--- src/rtl/multiply_accumulate.sv ---
// Streaming multiply-accumulate: registered operand capture, registered product,
// and per-vector accumulation with a saturating or truncating 2*W result port.
module multiply_accumulate #(
    parameter int W      = 8,
    parameter int G      = 8,
    parameter bit SIGNED = 1'b1,
    parameter bit SAT    = 1'b1
) (
    input  logic           clk,
    input  logic           rst_n,
    input  logic           s_stb,
    input  logic [2*W-1:0] s_dat,
    input  logic           s_lst,
    output logic           s_rdy,
    input  logic           m_rdy,
    output logic           m_stb,
    output logic [2*W-1:0] m_dat,
    output logic           m_ovf
);
    localparam int P = 2 * W;
    localparam int A = P + G;

    logic         en;

    logic [W-1:0] a0_q, a0_d;
    logic [W-1:0] a1_q, a1_d;
    logic         l0_q, l0_d;
    logic         v0_q, v0_d;

    logic [P-1:0] p_q, p_d;
    logic         l1_q, l1_d;
    logic         v1_q, v1_d;

    logic [A-1:0] acc_q, acc_d;
    logic         first_q, first_d;

    logic         m_stb_q, m_stb_d;
    logic [P-1:0] m_dat_q, m_dat_d;
    logic         m_ovf_q, m_ovf_d;

    logic [P-1:0]        a0_ext;
    logic [P-1:0]        a1_ext;
    logic [A-1:0]        p_ext;
    logic [A-1:0]        sum;
    logic signed [A-1:0] sum_hi;
    logic                in_range;
    logic [P-1:0]        fit_dat;

    // A held result freezes every stage, so upstream sees back-pressure at once.
    assign en    = ~m_stb_q | m_rdy;
    assign s_rdy = en;
    assign m_stb = m_stb_q;
    assign m_dat = m_dat_q;
    assign m_ovf = m_ovf_q;

    always_comb begin
        if (SIGNED) begin
            a0_ext = {{W{a0_q[W-1]}}, a0_q};
            a1_ext = {{W{a1_q[W-1]}}, a1_q};
            p_ext  = A'($signed(p_q));
        end else begin
            a0_ext = {{W{1'b0}}, a0_q};
            a1_ext = {{W{1'b0}}, a1_q};
            p_ext  = A'(p_q);
        end
    end

    // Bits above the kept result must be a pure sign (or zero) extension for it to fit.
    always_comb begin
        sum = (first_q ? {A{1'b0}} : acc_q) + p_ext;
        if (SIGNED) begin
            sum_hi   = $signed(sum) >>> (P - 1);
            in_range = (sum_hi == '0) || (sum_hi == '1);
        end else begin
            sum_hi   = $signed(sum >> P);
            in_range = (sum_hi == '0);
        end

        if (in_range || !SAT) begin
            fit_dat = sum[P-1:0];
        end else if (SIGNED) begin
            fit_dat = sum[A-1] ? {1'b1, {(P-1){1'b0}}} : {1'b0, {(P-1){1'b1}}};
        end else begin
            fit_dat = '1;
        end
    end

    always_comb begin
        a0_d    = a0_q;
        a1_d    = a1_q;
        l0_d    = l0_q;
        v0_d    = v0_q;
        p_d     = p_q;
        l1_d    = l1_q;
        v1_d    = v1_q;
        acc_d   = acc_q;
        first_d = first_q;
        m_stb_d = m_stb_q;
        m_dat_d = m_dat_q;
        m_ovf_d = m_ovf_q;

        if (en) begin
            a0_d = s_dat[W-1:0];
            a1_d = s_dat[P-1:W];
            l0_d = s_lst;
            v0_d = s_stb;

            p_d  = a0_ext * a1_ext;
            l1_d = l0_q;
            v1_d = v0_q;

            if (v1_q && l1_q) begin
                m_stb_d = 1'b1;
                m_dat_d = fit_dat;
                m_ovf_d = ~in_range;
                first_d = 1'b1;
            end else begin
                if (v1_q) begin
                    acc_d   = sum;
                    first_d = 1'b0;
                end
                if (m_stb_q && m_rdy) begin
                    m_stb_d = 1'b0;
                end
            end
        end
    end

    always_ff @(posedge clk or negedge rst_n) begin
        if (!rst_n) begin
            a0_q    <= '0;
            a1_q    <= '0;
            l0_q    <= 1'b0;
            v0_q    <= 1'b0;
            p_q     <= '0;
            l1_q    <= 1'b0;
            v1_q    <= 1'b0;
            acc_q   <= '0;
            first_q <= 1'b1;
            m_stb_q <= 1'b0;
            m_dat_q <= '0;
            m_ovf_q <= 1'b0;
        end else begin
            a0_q    <= a0_d;
            a1_q    <= a1_d;
            l0_q    <= l0_d;
            v0_q    <= v0_d;
            p_q     <= p_d;
            l1_q    <= l1_d;
            v1_q    <= v1_d;
            acc_q   <= acc_d;
            first_q <= first_d;
            m_stb_q <= m_stb_d;
            m_dat_q <= m_dat_d;
            m_ovf_q <= m_ovf_d;
        end
    end

endmodule
--- config.mk ---
export PLATFORM = sky130hd
export DESIGN_NAME = multiply_accumulate
export DESIGN_NICKNAME = d
export VERILOG_FILES = /design/src/rtl/multiply_accumulate.sv
export SDC_FILE = /design/constraint.sdc
export NUM_CORES = 1
export LEC_CHECK = 0
export ABC_AREA = 0
export BUFFER_PORTS_ARGS = -buffer_cell sky130_fd_sc_hd__buf_2
export CELL_PAD_IN_SITES_DETAIL_PLACEMENT = 1
export CELL_PAD_IN_SITES_GLOBAL_PLACEMENT = 2
export CORE_UTILIZATION = 40
export CTS_BUF_LIST = sky130_fd_sc_hd__clkbuf_8
export CTS_CLUSTER_DIAMETER = 150
export DETAILED_ROUTE_END_ITERATION = 12
export PLACE_DENSITY_LB_ADDON = 0.1
export SYNTH_ARGS = -nofsm -noshare
export SYNTH_HDL_FRONTEND = slang
export SYNTH_SLANG_ARGS = --single-unit
export TNS_END_PERCENT = 10
--- constraint.sdc ---
create_clock -name clk -period 5.33 [get_ports clk]
set_input_delay 1.066 -clock clk [delete_from_list [all_inputs] [get_ports clk]]
set_output_delay 1.066 -clock clk [all_outputs]
set_load 0.01 [all_outputs]
==> flow_metrics.py <==
metrics = {
    "layout": {
        "area_delta_synth_final_pct": 7.836,
        "utilization_pct": 44.79,
        "fill_cells": 2045,
        "multi_input_area_mm2": 0.004492,
        "nets": 947,
        "layout-drive-gt1-share_pct": 9.113,
        "diodes": 0,
        "seq_area_mm2": 0.001978,
    },
    "place": {
        "io_buffer_count": 39,
        "hpwlAfterDp_um": 13370,
        "gp_congestion": 0.9126,
    },
    "route": {
        "dr.pass1.iters": 5,
        "drcViolationCount": 0,
        "via_count": 5379,
        "postRouteAntennaNets": 0,
        "vias_per_cell": 5.157,
        "wirelength_um": 17000,
        "drt-initial-drc-count": 181,
        "post_drt_wl_per_cell_um": 16.29,
    },
    "floorplanning": {
        "die_h_um": 133.9,
        "coreArea_mm2": 0.01676,
        "num_rows": 47,
        "initial_utilization_pct": 41.54,
        "dieArea_mm2": 0.01794,
        "chipWidth_um": 133.9,
        "ios": 40,
    },
    "global_route": {
        "grtUsageTotal_pct": 20.65,
        "grt_max_degree": 80,
        "grt-ovfl-total": 0,
        "grt_pass1_vias": 5841,
        "grt_pass1_wl_um": 29080,
        "grt_antenna_before_repair": 0,
    },
    "run": {
        "drv_cap": 0,
    },
    "clock_tree": {
        "cts_buffers": 9,
        "cts_hold_buf": 0,
        "cts_tree": "built",
        "h-tree-depth": 3,
        "cts_sinks": 79,
        "clockBufferDepth": 2,
        "clock-root-buffer": "clkbuf_8",
        "clk-insertion-delay-late_ns": 0.38,
        "clkTransAtPathRegs_ns": 0.10,
    },
    "critical_path": {
        "start_kind": "flip-flop",
        "crit_fanout": 9,
        "reg2reg_depth": 18,
        "cp.required_ns": 5.60,
        "path_class": "flip-flop to flip-flop",
        "critical_path_arrival_ns": 5.14,
        "worstSetupEndpointType": "flip-flop",
    },
    "logic_synthesis": {
        "yosysMostFrequentCell": "nand2_1",
        "synth_largest_area_cell": "dfrtp_1",
        "ys_async_sr_fraction_pct": 100.0,
        "syn_inst": 802,
        "synth_edf_count": 0,
        "seq_area_frac_synth_pct": 28.41,
        "syn-mean-instance-area_um2": 8.680,
        "yosysWarningCount": 0,
        "synth-seq-cells": 79,
        "synth_commonest_cells": "143 x nand2_1, 90 x inv_1, 78 x dfrtp_1, 56 x fa_1",
        "ys_top_cells_by_area": "dfrtp_1 28%, fa_1 16%, ha_1 9.3%, nand2_1 7.7%, inv_1 4.9%",
        "synth_flop_cell": "dfrtp_1",
        "synth_top_area_share_pct": 28.04,
        "synthesis.area_mm2": 0.006962,
        "synth_fp_nets": 931,
        "ys_types": 61,
    },
    "sta": {
        "slew_headroom_pct": 32.46,
        "setup_tns_ns": 0,
        "rsz0062_at_grt": "no",
        "finalCritPeriodShare_pct": 91.45,
        "min_period_ns": 4.874,
        "finalClockSkew_ns": 0.02258,
        "hold_viol": 0,
        "worst_slew_pin_slew_ns": 1.013,
        "slew_violations": 0,
        "clock.fmax_mhz": 205.2,
        "final-setup-viol-count": 0,
    },
    "hold_path": {
        "hold_class": "flip-flop to flip-flop",
        "hold-path-cell-count": 2,
    },
    "run_status": {
        "status": "complete, no violations",
    },
}
[critical path, cell delays in order (launching register included)]
cell and delay (ns):
dfrtp_1 0.49, and2_1 0.22, fa_1 0.53, inv_1 0.05, fa_1 0.48, inv_1 0.06, fa_1 0.53, inv_1 0.05
fa_1 0.53, inv_1 0.04, ha_1 0.32, o21ai_0 0.13, a21boi_1 0.20, o21ai_0 0.14, a21boi_0 0.27, o21ai_0 0.15
a211oi_1 0.29, nor3_1 0.08, o31ai_1 0.19
[flip-flops by register name, indices dropped and copies added, names as in the netlist]
register	cells
a0_q	8
a1_q	8
acc_q	24
first_q	1
l0_q	1
l1_q	1
m_dat	16
m_ovf	1
m_stb	1
p_q	16
v0_q	1
v1_q	1
[stage by stage]
| stage | instances | hold slack [ns] | area, um^2 | worst slack, ns |
|---|---|---|---|---|
| 5_1_grt | 1043 | 0.5170 | 7507 | 0.05879 |
| 3_5_place_dp | 1027 | 0.4598 | 7296 | 0.3981 |
| 3_3_place_gp | 1027 | 0.4531 | 7296 | 0.5473 |
| 2_1_floorplan | 802 | 0.4386 | 6962 | 0.7980 |
| 6_report | 1043 | 0.4758 | 7507 | 0.4560 |
| 4_1_cts | 1043 | 0.4834 | 7507 | 0.3330 |
[cell type report]
cell class	instances	share of cell area (%)
clock buffer	10	1.833
tap	220	3.667
timing repair buffer	41	2.833
inverter	90	4.500
clock inverter	6	0.9833
multi-input combinational	597	59.83
sequential	79	26.35
[final timing paths]
kind / startpoint / endpoint / slack [ns]
setup / recovery: a0_q[3] / p_q[14] / 0.46
hold / removal: m_dat[15] / m_dat[15] / 0.48
setup reg to reg: a0_q[3] / p_q[14] / 0.46
hold reg to reg: m_dat[15] / m_dat[15] / 0.48
max in group asynchronous: rst_n / acc_q[16] / 3.81
min in group asynchronous: rst_n / m_dat[1] / 0.87
[cells in the final DEF (no fill, tap or decap), types with 4 or more instances in the layout]
master,instances
a21o_1,12
a21oi_1,24
and2_1,37
and3_1,5
buf_2,38
clkbuf_8,10
dfrtp_1,78
fa_1,56
ha_1,52
inv_1,90
nand2_1,143
nand2b_1,7
nand3_1,10
nand4_1,6
nor2_1,52
nor2b_1,25
nor3_1,7
o211ai_1,4
o21a_1,10
o21ai_0,39
o22ai_1,18
o31ai_1,6
xnor2_1,20
xor2_1,14
[timing repair]
| action | CTS | global route |
|---|---|---|
| setup buffers | 0 | 0 |
| setup endpoints to repair | 0 | 1 |
| resized for setup | 0 | 1 |
| hold endpoints to repair | 0 | 0 |
[layer usage]
layer	up-vias	routed length [um]	track usage [%]
li1	2632	-	-
met1	2660	7654	25.38
met2	66	8673	37.39
met3	21	329	2.305
met4	0	337	6.944
met5	-	0	0
[cells by family after synthesis]
logic type / share of synthesized area, %
buffers and inverters: 7.099
and+or+nand+nor: 20.69
xor gates and xnor gates: 4.278
DFF: 28.41
muxes: 0.6290
AOI/OAI and AO/OA: 13.44
adders and majority gates: 25.45
Power is not shown: default switching activity piles up to over one toggle a cycle in this logic, so the estimate is an artifact.
